**src/rtl/tia_hcount_lfsr_if.sv**
```systemverilog
// ---------------------------------------------------------------------------
// tia_hcount_lfsr_if
// Bundles the line-timing signals of tia_hcount_lfsr.
//   rsync      : line-restart level from the controller
//   hmove_clk  : extra-clock request (only when TIA_HCOUNT_EXTRA_CLOCK_EN)
//   s1, s2     : two-phase strobes for the D2 latch stages
//   count      : 6-bit polynomial counter state
//   wrap       : one-clk end-of-line pulse
//   dec_a/b    : position decodes
// Modports: master drives rsync (and hmove_clk), slave drives the strobes.
// ---------------------------------------------------------------------------
interface tia_hcount_lfsr_if;
    logic       rsync;
    logic       s1;
    logic       s2;
    logic [5:0] count;
    logic       wrap;
    logic       dec_a;
    logic       dec_b;
`ifdef TIA_HCOUNT_EXTRA_CLOCK_EN
    logic       hmove_clk;

    modport master (output rsync, output hmove_clk,
                    input s1, input s2, input count, input wrap, input dec_a, input dec_b);
    modport slave  (input rsync, input hmove_clk,
                    output s1, output s2, output count, output wrap, output dec_a, output dec_b);
`else
    modport master (output rsync,
                    input s1, input s2, input count, input wrap, input dec_a, input dec_b);
    modport slave  (input rsync,
                    output s1, output s2, output count, output wrap, output dec_a, output dec_b);
`endif
endinterface

```
**src/rtl/tia_hcount_lfsr.sv**
```systemverilog
// ---------------------------------------------------------------------------
// tia_hcount_lfsr
// Horizontal line-timing stage. The colour clock is divided by 4 into
// non-overlapping s1/s2 strobes; a 6-bit XNOR LFSR built as a master (tap)
// and slave (count) stage advances once per s1/s2 pair and wraps after
// WRAP_STEP+1 states.
// Ports:
//   clk    : colour clock, all state on rising edge
//   reset  : synchronous, active-high
//   hc     : tia_hcount_lfsr_if.slave (rsync in; s1, s2, count, wrap,
//            dec_a, dec_b out; hmove_clk in when the option is built)
// Option macro: TIA_HCOUNT_EXTRA_CLOCK_EN adds hmove_clk, which inserts one
// extra s1/s2 pair when pulsed while the phase counter is 3.
// ---------------------------------------------------------------------------
module tia_hcount_lfsr #(
    parameter int WRAP_STEP  = 56,
    parameter int DEC_A_STEP = 4,
    parameter int DEC_B_STEP = 8
) (
    input  logic               clk,
    input  logic               reset,
    tia_hcount_lfsr_if.slave   hc
);

    function automatic logic [5:0] lfsr_next(input logic [5:0] v);
        return {v[4:0], ~(v[5] ^ v[4])};
    endfunction

    // Pattern reached after n shifts from all-zeros; evaluated at elaboration.
    function automatic logic [5:0] step_pattern(input int n);
        logic [5:0] v;
        v = 6'b000000;
        for (int i = 0; i < n; i++) begin
            v = lfsr_next(v);
        end
        return v;
    endfunction

    localparam int              SW        = $clog2(WRAP_STEP + 1);
    localparam logic [5:0]      PAT_A     = step_pattern(DEC_A_STEP);
    localparam logic [5:0]      PAT_B     = step_pattern(DEC_B_STEP);
    localparam logic [SW-1:0]   STEP_LAST = WRAP_STEP[SW-1:0];
    localparam logic [SW-1:0]   STEP_ONE  = 1;

    logic [1:0]    r_ph;
    logic [5:0]    r_tap;
    logic [5:0]    r_count;
    logic [SW-1:0] r_step;
    logic [SW-1:0] r_tap_step;
    logic          r_wrap;
    logic          r_dec_a;
    logic          r_dec_b;

    logic          w_run;
    logic          w_s1;
    logic          w_s2;
    logic [5:0]    w_src;
    logic [SW-1:0] w_src_step;
    logic [5:0]    w_count_nxt;

    assign w_run = ~reset & ~hc.rsync;

`ifdef TIA_HCOUNT_EXTRA_CLOCK_EN
    logic r_pend;
    logic w_xs1;
    logic w_xs2;

    assign w_xs1 = w_run & (r_ph == 2'd3) & hc.hmove_clk;
    assign w_xs2 = w_run & (r_ph == 2'd1) & r_pend;
    assign w_s1  = w_run & ((r_ph == 2'd0) | w_xs1);
    assign w_s2  = w_run & ((r_ph == 2'd2) | w_xs2);
    // The master feeds from the value the slave will hold after its next
    // transfer, so a second s1 before the pending s2 still advances a step.
    assign w_src      = ~r_tap;
    assign w_src_step = r_tap_step;

    always_ff @(posedge clk) begin
        if (reset || hc.rsync) begin
            r_pend <= 1'b0;
        end else if (w_xs1) begin
            r_pend <= 1'b1;
        end else if (w_xs2) begin
            r_pend <= 1'b0;
        end
    end
`else
    assign w_s1       = w_run & (r_ph == 2'd0);
    assign w_s2       = w_run & (r_ph == 2'd2);
    assign w_src      = r_count;
    assign w_src_step = r_step;
`endif

    assign w_count_nxt = w_s2 ? ~r_tap : r_count;

    always_ff @(posedge clk) begin
        if (reset) begin
            r_ph       <= 2'd0;
            r_tap      <= 6'b111111;
            r_count    <= 6'b000000;
            r_step     <= '0;
            r_tap_step <= '0;
            r_wrap     <= 1'b0;
            r_dec_a    <= 1'b0;
            r_dec_b    <= 1'b0;
        end else if (hc.rsync) begin
            r_ph       <= 2'd0;
            r_tap      <= 6'b111111;
            r_count    <= 6'b000000;
            r_step     <= '0;
            r_tap_step <= '0;
            r_wrap     <= 1'b0;
            r_dec_a    <= (PAT_A == 6'b000000);
            r_dec_b    <= (PAT_B == 6'b000000);
        end else begin
            r_ph <= r_ph + 2'd1;
            if (w_s1) begin
                if (w_src_step == STEP_LAST) begin
                    r_tap      <= 6'b111111;
                    r_tap_step <= '0;
                end else begin
                    r_tap      <= ~lfsr_next(w_src);
                    r_tap_step <= w_src_step + STEP_ONE;
                end
            end
            if (w_s2) begin
                r_count <= ~r_tap;
                r_step  <= r_tap_step;
            end
            // A transfer that moves the step index backwards is the line wrap.
            r_wrap  <= w_s2 & (r_tap_step < r_step);
            // Decode the value count takes on this edge so the flag lines up
            // with count instead of lagging it by a clock.
            r_dec_a <= (w_count_nxt == PAT_A);
            r_dec_b <= (w_count_nxt == PAT_B);
        end
    end

    assign hc.s1    = w_s1;
    assign hc.s2    = w_s2;
    assign hc.count = r_count;
    assign hc.wrap  = r_wrap;
    assign hc.dec_a = r_dec_a;
    assign hc.dec_b = r_dec_b;

endmodule
```
**src/flat_wrapper.sv**
```systemverilog
// flat-port wrapper written by rule: the top's interface ports become plain ports
module tia_hcount_lfsr_flat 
#(
    parameter int WRAP_STEP  = 56,
    parameter int DEC_A_STEP = 4,
    parameter int DEC_B_STEP = 8
)
  (clk, reset, hc_rsync, hc_s1, hc_s2, hc_count, hc_wrap, hc_dec_a, hc_dec_b);
  tia_hcount_lfsr_if hc_i ();
  input  logic clk;
  input  logic reset;
  input wire logic [$bits(hc_i.rsync)-1:0] hc_rsync;
  output wire logic [$bits(hc_i.s1)-1:0] hc_s1;
  output wire logic [$bits(hc_i.s2)-1:0] hc_s2;
  output wire logic [$bits(hc_i.count)-1:0] hc_count;
  output wire logic [$bits(hc_i.wrap)-1:0] hc_wrap;
  output wire logic [$bits(hc_i.dec_a)-1:0] hc_dec_a;
  output wire logic [$bits(hc_i.dec_b)-1:0] hc_dec_b;
  assign hc_i.rsync = hc_rsync;
  assign hc_s1 = hc_i.s1;
  assign hc_s2 = hc_i.s2;
  assign hc_count = hc_i.count;
  assign hc_wrap = hc_i.wrap;
  assign hc_dec_a = hc_i.dec_a;
  assign hc_dec_b = hc_i.dec_b;
  tia_hcount_lfsr #(.WRAP_STEP(WRAP_STEP), .DEC_A_STEP(DEC_A_STEP), .DEC_B_STEP(DEC_B_STEP)) u_core (.clk(clk), .reset(reset), .hc(hc_i));
endmodule
```
**config.mk**
```make
export PLATFORM = sky130hd
export DESIGN_NAME = tia_hcount_lfsr_flat
export DESIGN_NICKNAME = d
export VERILOG_FILES = /design/src/rtl/tia_hcount_lfsr_if.sv /design/src/rtl/tia_hcount_lfsr.sv /design/src/flat_wrapper.sv
export SDC_FILE = /design/constraint.sdc
export NUM_CORES = 1
export LEC_CHECK = 0
export CAP_MARGIN = 40
export CORE_ASPECT_RATIO = 1.2
export CORE_UTILIZATION = 40
export CTS_CLUSTER_DIAMETER = 100
export DETAILED_ROUTE_END_ITERATION = 16
export PLACE_DENSITY = 0.66
export SLEW_MARGIN = 15
export SYNTH_ARGS = -nofsm -noshare
export SYNTH_HDL_FRONTEND = slang
export SYNTH_SLANG_ARGS = --single-unit
```
**constraint.sdc**
```tcl
create_clock -name clk -period 1.6 [get_ports clk]
set_clock_uncertainty 0.2 [all_clocks]
set_input_delay 0.32 -clock clk [delete_from_list [all_inputs] [get_ports clk]]
set_output_delay 0.32 -clock clk [all_outputs]
set_load 0.03 [all_outputs]
```
* Word-level counts from Yosys, hierarchy flattened
Cells that the tools add are included.
W data, S select, Z words.
** Word-level totals
- Input port bits :: 3
- Output and inout port bits :: 11
- Logic and storage cells :: 30
- Register bits after elaboration :: 29
** Cells by class
- Reduce and logical (&&, ||, !) cells :: 2
- Bitwise logic cells :: 10
- Magnitude comparators :: 1
- Add/sub/neg operators :: 2
- Equality and inequality tests :: 4
- Mux-type cells :: 3
** Operator list (count)
- $mux W6 :: 3
- $eq A6 B6 Y1 const B :: 2
- $not A6 Y6 :: 2
- $add A6 B1 Y6 const B :: 1
- $eq A6 B4 Y1 const B :: 1
- $lt A6 B6 Y1 :: 1
- $and A1 B1 Y1 :: 4
- $not A1 Y1 :: 3
- $add A2 B1 Y2 const B :: 1
- $eq A2 B2 Y1 const B :: 1
- $logic_not A2 Y1 :: 1
- $reduce_or A2 Y1 :: 1
- $xor A1 B1 Y1 :: 1

* Logic depth before layout (Yosys ltp)
Gate-level depths: netlist (run 1).
- Word-level depth :: 5
- Depth in mapped cells :: 7
- Depth with buffers taken out :: 6

* Least setup slack after synthesis (run 1)
OpenSTA, ideal clock, no wires.
- Path kind :: input to output
- Start point :: input hc_rsync
- End point :: output hc_s1
- Cell stages on the path :: 4
- Data required time :: 1.080 ns
- Path buffers :: 2
- Setup slack :: -0.183 ns
- Arrival :: 1.263 ns
- Cell sequence :: or2_1 -> buf_2 -> buf_2 -> nor2_1
** Between the ends
- Longest elaborated chain between the ends :: 3
** Ends and longest elaborated chain
- start: declaration :: line flat_wrapper.sv:12 : input wire logic [$bits(hc_i.rsync)-1:0] hc_rsync;
- $not A1 Y1 :: line tia_hcount_lfsr.sv:61 : assign w_run = ~reset & ~hc.rsync;
- $and A1 B1 Y1 :: line tia_hcount_lfsr.sv:61
- $and A1 B1 Y1 :: line tia_hcount_lfsr.sv:87 : assign w_s1 = w_run & (r_ph == 2'd0);
- end: declaration :: line flat_wrapper.sv:13 : output wire logic [$bits(hc_i.s1)-1:0] hc_s1;
No other way between the ends.

* Worst setup path in the final report (run 1)
- Start point :: register u_core.r_ph[0]
- End point :: output hc_s1
** Between the ends
- Longest elaborated chain between the ends :: 2
** Ends and longest elaborated chain
- start: declaration :: line tia_hcount_lfsr.sv:45 : logic [1:0] r_ph;
- start signal: assignment :: line tia_hcount_lfsr.sv:115 : r_ph <= r_ph + 2'd1;
- $logic_not A2 Y1 :: line tia_hcount_lfsr.sv:87
- $and A1 B1 Y1 :: line tia_hcount_lfsr.sv:87
No other way between the ends.

==> impl_metrics.yaml, run 1 <==
setup_path:
  reg2reg_from: "u_core.r_ph[0]"
  crit_family: "flip-flops"
  cp.arrival_ns: 1.24
  crit_path_end_kind: "output pin"
  critPathLaunchType: "flop"
  crit_required_ns: 1.08
  slowest_delay_ns: 0.34
  cp_num_buf_inv: 4
  worstSetupPathType: "flop to output pin"
  crit_slowest_cell: "dfxtp_2"
  startpoint: "u_core.r_ph[0]"
  crit_path_max_fanout: 2
  path_cells: "inv_4 > ha_4 > inv_4 > buf_6 > nor2_4 > buf_6"
power:
  p_comb_frac: 0.081
  ir_drop_v: 0.000776
  internal-power_mw: 1.27
  p_sw_frac: 0.215
  net-switching-power_mw: 0.350
  power.total_mw: 1.62
  leakagePower_nw: 0.786
  powerDensity_nw_per_um2: 862
  seqPwrFrac: 0.451
  clockPowerShare: 0.468
yosys:
  syn_area_um2: 1340
  synth_top_family_by_area: "simple AND/OR/NAND/NOR gates"
  synth_fp_nets: 157
  muxShareOfSynthArea: 0.0895
  yosysTopAreaCell: "dfxtp_1"
  ys_types: 35
  synthArstFlopShare: 0
  yosys.cell_count.top_type: "dfxtp_1"
  synth_fa_ha_area_frac: 0.0839
  synth_ff_type: "dfxtp_1"
  yosys.area_share.simple: 0.157
  postSynthAreaPerCell_um2: 9.26
  synth-seq-area-share: 0.432
  synth_compound_area_frac: 0.127
  syn-instance-count: 145
  ys_top_cells_by_area: "dfxtp_1 43%, mux2i_1 8.9%, ha_1 8.4%"
  synth_top_area_share: 0.432
  synth_xor_area_frac: 0.0261
  netlist_top_cells_count: "29 x dfxtp_1, 19 x nor2_1, 15 x inv_1, 12 x mux2i_1, 10 x nand2_1"
  synth-edff-count: 0
  ys_ff_latch: 29
  ys_warn_count: 0
routing:
  drc_errors: 0
  totalWireLength_um: 3370
  vias: 1174
  wl_met2_um: 1920
  routed.top_layer: "met4"
  met3_length_um: 140
  post_drt_wl_per_cell_um: 15.0
  drt_first_iter_violations: 31
  vias_per_cell: 5.24
  first_pass_iters: 4
  m1WireLength_um: 1210
  ant_nets: 0
worst_hold_path:
  hp-start: "u_core.r_ph[0]"
  min_path_type: "flop to flop"
cells_and_area:
  insertedDiodeCount: 0
  fillCellCount: 278
  drive_above_1_share: 0.388
  final_net_count: 199
  area_delta_synth_final_pct: 40.3
cts:
  hold_buffers: 0
  clock-sinks: 29
  numCtsBuffers: 5
  cts_tree: "built"
  root_buffer: "clkbuf_4"
  clock_latency_ns: 0.35
  cts.path.max_buffers: 2
  clkTransAtPathRegs_ns: 0.09
  htreeDepth: 2
floorplanning:
  die-height_um: 65.5
  die_area_um2: 3590
  initial_utilization: 0.428
  die_x_um: 54.9
  coreArea_um2: 3140
  ios: 14
  num_rows: 22
sta:
  setup_violations: 5
  setup_ws_ns: -0.155
  min_period_over_period: 1.10
  worstMarginPinSlew_ns: 0.300
  grt_setup_unrepaired: "yes"
  hold_viol: 0
  fmax_mhz: 570
  drv_slew: 0
  layout_min_cycle_time_ns: 1.76
  max-slew-margin-rel: 0.801
global_routing:
  grt_max_degree: 11
  first_global_vias: 1199
  antenna_found_initial: 0
  grt_pass1_wl_um: 5430
  grt_overflow: 0
  track_usage: 0.221
place:
  gp_congestion: 0.827
  io_buffers: 13
  dp_worst_setup_slack_ns: -0.313
  hpwlAfterDp_um: 2210
flow_run:
  maxCapViolations: 0
outcome:
  status: "complete, but fails checks"
  violations: "setup timing"
## power by group through the flow
| stage | Sequential [mW] | Clock (mW) | Combinational [mW] |
|---|---|---|---|
| after floorplan | 0.748 | 0 | 0.0583 |
| after global placement | 0.749 | 0 | 0.0977 |
| after detailed placement | 0.749 | 0 | 0.0985 |
| after CTS | 0.733 | 0.770 | 0.120 |
| after global routing | 0.734 | 0.800 | 0.140 |
| final | 0.732 | 0.760 | 0.132 |
## stage by stage
step           utilization  instance area [um^2]  hold slack (ns)  std cells  setup TNS (ns)
5_1_grt              0.600                  1880            0.263        224          -0.655
6_report             0.600                  1880            0.235        224          -0.242
3_3_place_gp         0.522                  1640            0.201        210           -3.11
4_1_cts              0.584                  1830            0.211        222          -0.241
2_1_floorplan            -                  1350            0.193        145         -0.0297
3_5_place_dp         0.522                  1640            0.205        210           -4.05
## flip-flops by register name (all words and copies together), names as in the netlist
signal             count
u_core.r_tap           6
u_core.r_ph            2
u_core.hc.count        6
u_core.hc.dec_b        1
u_core.r_tap_step      6
u_core.hc.wrap         1
u_core.hc.dec_a        1
u_core.r_step          6
## metal layers
layer  GRT usage  vias up
li1            -      571
met1       0.215      563
met2       0.407       28
met3      0.0648       12
met4      0.0962        0
met5           0        -
## placed cells by master, fill, tap and decap left out, types with 2 or more instances in the layout
cell type / n
mux2i_1: 12
buf_6: 6
buf_4: 27
nor2_1: 18
o21ai_1: 2
clkbuf_2: 4
dfxtp_2: 5
nand3_1: 3
a22o_1: 5
a22oi_2: 2
nor2_4: 2
inv_2: 4
a21oi_2: 3
dlygate4sd2_1: 2
nand2_1: 9
ha_4: 2
dfxtp_1: 23
a31oi_1: 2
xnor2_1: 4
clkdlybuf4s15_1: 2
bufinv_16: 2
a22oi_1: 2
inv_4: 2
ha_1: 7
inv_1: 11
clkbuf_4: 5
## cells by family (layout without fill, tap and decap cells)
family / after synthesis / in the layout
AO/OA/AOI/OAI: 23 / 23
XOR/XNOR: 4 / 4
adder cells (fa/ha/maj): 9 / 9
buffers and inverters: 24 / 67
flip-flops: 29 / 29
multiplexers: 12 / 12
AND/OR/NAND/NOR: 44 / 44
## final timing paths
| check | endpoint | slack (ns) | cells past startpoint |
|---|---|---|---|
| setup / recovery | hc_s1 | -0.16 | 6 |
| hold / removal | u_core.r_ph[0] | 0.23 | 1 |
| setup reg to reg | u_core.r_tap[3] | -0.01 | 8 |
| hold reg to reg | u_core.r_ph[0] | 0.23 | 1 |
## timing repair
action,in CTS,in global routing
resized for setup,34,21
gates cloned,1,0
pin swaps,4,4
setup buffers,3,2
setup endpoints to repair,15,21
## cell type report
class | count | area, um^2 | area share
multi-input cells | 92 | 737 | 0.391
flip-flops and latches | 29 | 591 | 0.314
repair buffers | 42 | 339 | 0.180
inverters | 17 | 68.8 | 0.0365
clock inverters | 3 | 65.1 | 0.0346
well taps | 36 | 45.0 | 0.0239
clock buffers | 5 | 37.5 | 0.0199
(Power assumes the default switching activity.)
==> run 2: changes to the inputs <==
Settings changed: CORE_UTILIZATION 40 to 30, CTS_CLUSTER_DIAMETER 100 to 150, PLACE_DENSITY 0.66 to 0.53.
==> run 2 against run 1 <==
Clock power is 23% lower. Hold slack hardly changed. Design area is 1.5% lower. The run still ends with setup timing left. Fmax is 4.1% higher. Die area is 32% higher. Via count is 3.7% lower. Cell count is 8.0% higher. Global-route usage is 8.1 points lower. Non-clock buffer count is 2 lower. Sequential cell count stayed put. First-iteration DRC count is 13% lower. Setup slack better by 0.069 ns.
==> impl_metrics.yaml, run 2 (synthesis results as in run 1) <==
outcome:
  status: "complete, but fails checks"
  violations: "setup timing"
floorplanning:
  initial_utilization: 0.315
  die-height_um: 75.3
  num_rows: 26
  die_x_um: 63.1
  coreArea_um2: 4260
  ios: 14
  die_area_um2: 4750
cts:
  clock-sinks: 29
  clkTransAtPathRegs_ns: 0.06
  hold_buffers: 0
  htreeDepth: 2
  cts.path.max_buffers: 2
  clock_latency_ns: 0.28
  cts_tree: "built"
  root_buffer: "clkbuf_8"
  numCtsBuffers: 5
sta:
  min_period_over_period: 1.05
  hold-worst-slack_ns: 0.235
  setup_ws_ns: -0.0862
  layout_min_cycle_time_ns: 1.69
  grt_setup_unrepaired: "yes"
  fin_setup_tns_ns: -0.155
  max-slew-margin-rel: 0.800
  worstMarginPinSlew_ns: 0.301
  drv_slew: 0
  hold_viol: 0
  fmax_mhz: 593
  setup_violations: 2
cells_and_area:
  drive_above_1_share: 0.328
  fillCellCount: 443
  insertedDiodeCount: 0
  final_common_cell: "buf_4"
  area_delta_synth_final_pct: 38.1
  final_cell_mix: "27 x buf_4, 25 x dfxtp_1, 18 x nor2_1, 12 x mux2i_1, 11 x inv_1"
  final_net_count: 197
routing:
  vias_per_cell: 4.67
  ant_nets: 0
  vias: 1130
  post_drt_wl_per_cell_um: 12.7
  drt_first_iter_violations: 27
  drc_errors: 0
  totalWireLength_um: 3080
  first_pass_iters: 4
flow_run:
  maxCapViolations: 0
place:
  io_buffers: 13
  gp_congestion: 0.821
  hpwlAfterDp_um: 2200
setup_path:
  critPathLaunchType: "flop"
  crit_path_max_fanout: 2
  reg2reg_depth: 8
  worstSetupPathType: "flop to output pin"
  startpoint: "u_core.r_ph[1]"
  reg2reg_slack_ns: 0.03
  crit_path_end_kind: "output pin"
  crit_required_ns: 1.08
  worstSetupEndpoint: "hc_s1"
  cp.arrival_ns: 1.17
  reg2reg_from: "u_core.r_ph[1]"
  r2r-end: "u_core.r_tap[5]"
global_routing:
  track_usage: 0.140
  grt_pass1_wl_um: 4950
  first_global_vias: 1042
  antenna_found_initial: 0
  grt_max_degree: 10
  grt_overflow: 0
power:
  leakagePower_nw: 0.780
  ir_drop_v: 0.000319
  powerDensity_nw_per_um2: 778
worst_hold_path:
  min_path_type: "flop to flop"
run 2: cell types whose count changed in the layout (fill, tap and decap cells not counted), sizes merged:
| cell | delta |
|---|---|
| buf | -1 |
| bufinv | -2 |
| clkbuf | -3 |
| clkdlybuf4s15 | -3 |
| clkinv | +1 |
| dlygate4sd2 | +6 |
run 2: layout make-up:
| cell class | count | area, um^2 | share of cell area |
|---|---|---|---|
| timing repair buffer | 40 | 329 | 0.177 |
| inverter | 17 | 66.3 | 0.0358 |
| sequential | 29 | 588 | 0.317 |
| clock inverter | 2 | 10.0 | 0.00540 |
| multi-input combinational | 92 | 718 | 0.387 |
| clock buffer | 6 | 72.6 | 0.0391 |
| tap | 56 | 70.1 | 0.0378 |
run 2: worst min-delay path by stage:
stage / to / cells after the start / start / slack (ns)
2_1_floorplan: u_core.r_ph[0] / 1 / u_core.r_ph[0] / 0.19
3_3_place_gp: u_core.r_ph[0] / 1 / u_core.r_ph[0] / 0.21
3_5_place_dp: u_core.r_ph[0] / 1 / u_core.r_ph[0] / 0.21
4_1_cts: u_core.r_ph[0] / 1 / u_core.r_ph[0] / 0.24
5_1_grt: u_core.r_ph[0] / 1 / u_core.r_ph[0] / 0.25
6_report: u_core.r_ph[0] / 1 / u_core.r_ph[0] / 0.24
run 2: report_power, final:
group | switching [mW] | leakage, nW | internal (mW)
clock | 0.281 | 0.0450 | 0.300
sequential | 0.00499 | 0.237 | 0.728
combinational | 0.0649 | 0.498 | 0.0630
total | 0.351 | 0.780 | 1.09
run 2: stage by stage:
stage	setup WS, ns	utilization	cell area [um^2]	cells	total power [mW]
2_1_floorplan	-0.0297	-	1350	145	0.806
3_3_place_gp	-0.277	0.390	1660	230	0.850
3_5_place_dp	-0.292	0.390	1660	230	0.850
4_1_cts	-0.100	0.425	1810	241	1.45
5_1_grt	-0.133	0.435	1850	242	1.50
6_report	-0.0862	0.435	1850	242	1.44
run 2: timing repair:
| action | in CTS | in global routing |
|---|---|---|
| pin swaps | 5 | 2 |
| gates cloned | 1 | 0 |
| hold endpoints to repair | 0 | 0 |
| setup buffers | 2 | 1 |
| resized for setup | 25 | 9 |
| setup endpoints to repair | 14 | 13 |
run 2: critical path, cell delays in order (launching register included):
cell	delay [ns]
dfxtp_4	0.34
inv_2	0.06
ha_4	0.13
inv_2	0.04
buf_6	0.11
nor2_4	0.07
buf_6	0.13
run 2: metal layers:
metal	track usage	routed length (um)	up-vias
met1	0.164	1450	530
met5	0	0	-
met2	0.231	1460	24
met3	0.0409	102	7
met4	0.0801	65	0
li1	-	-	569
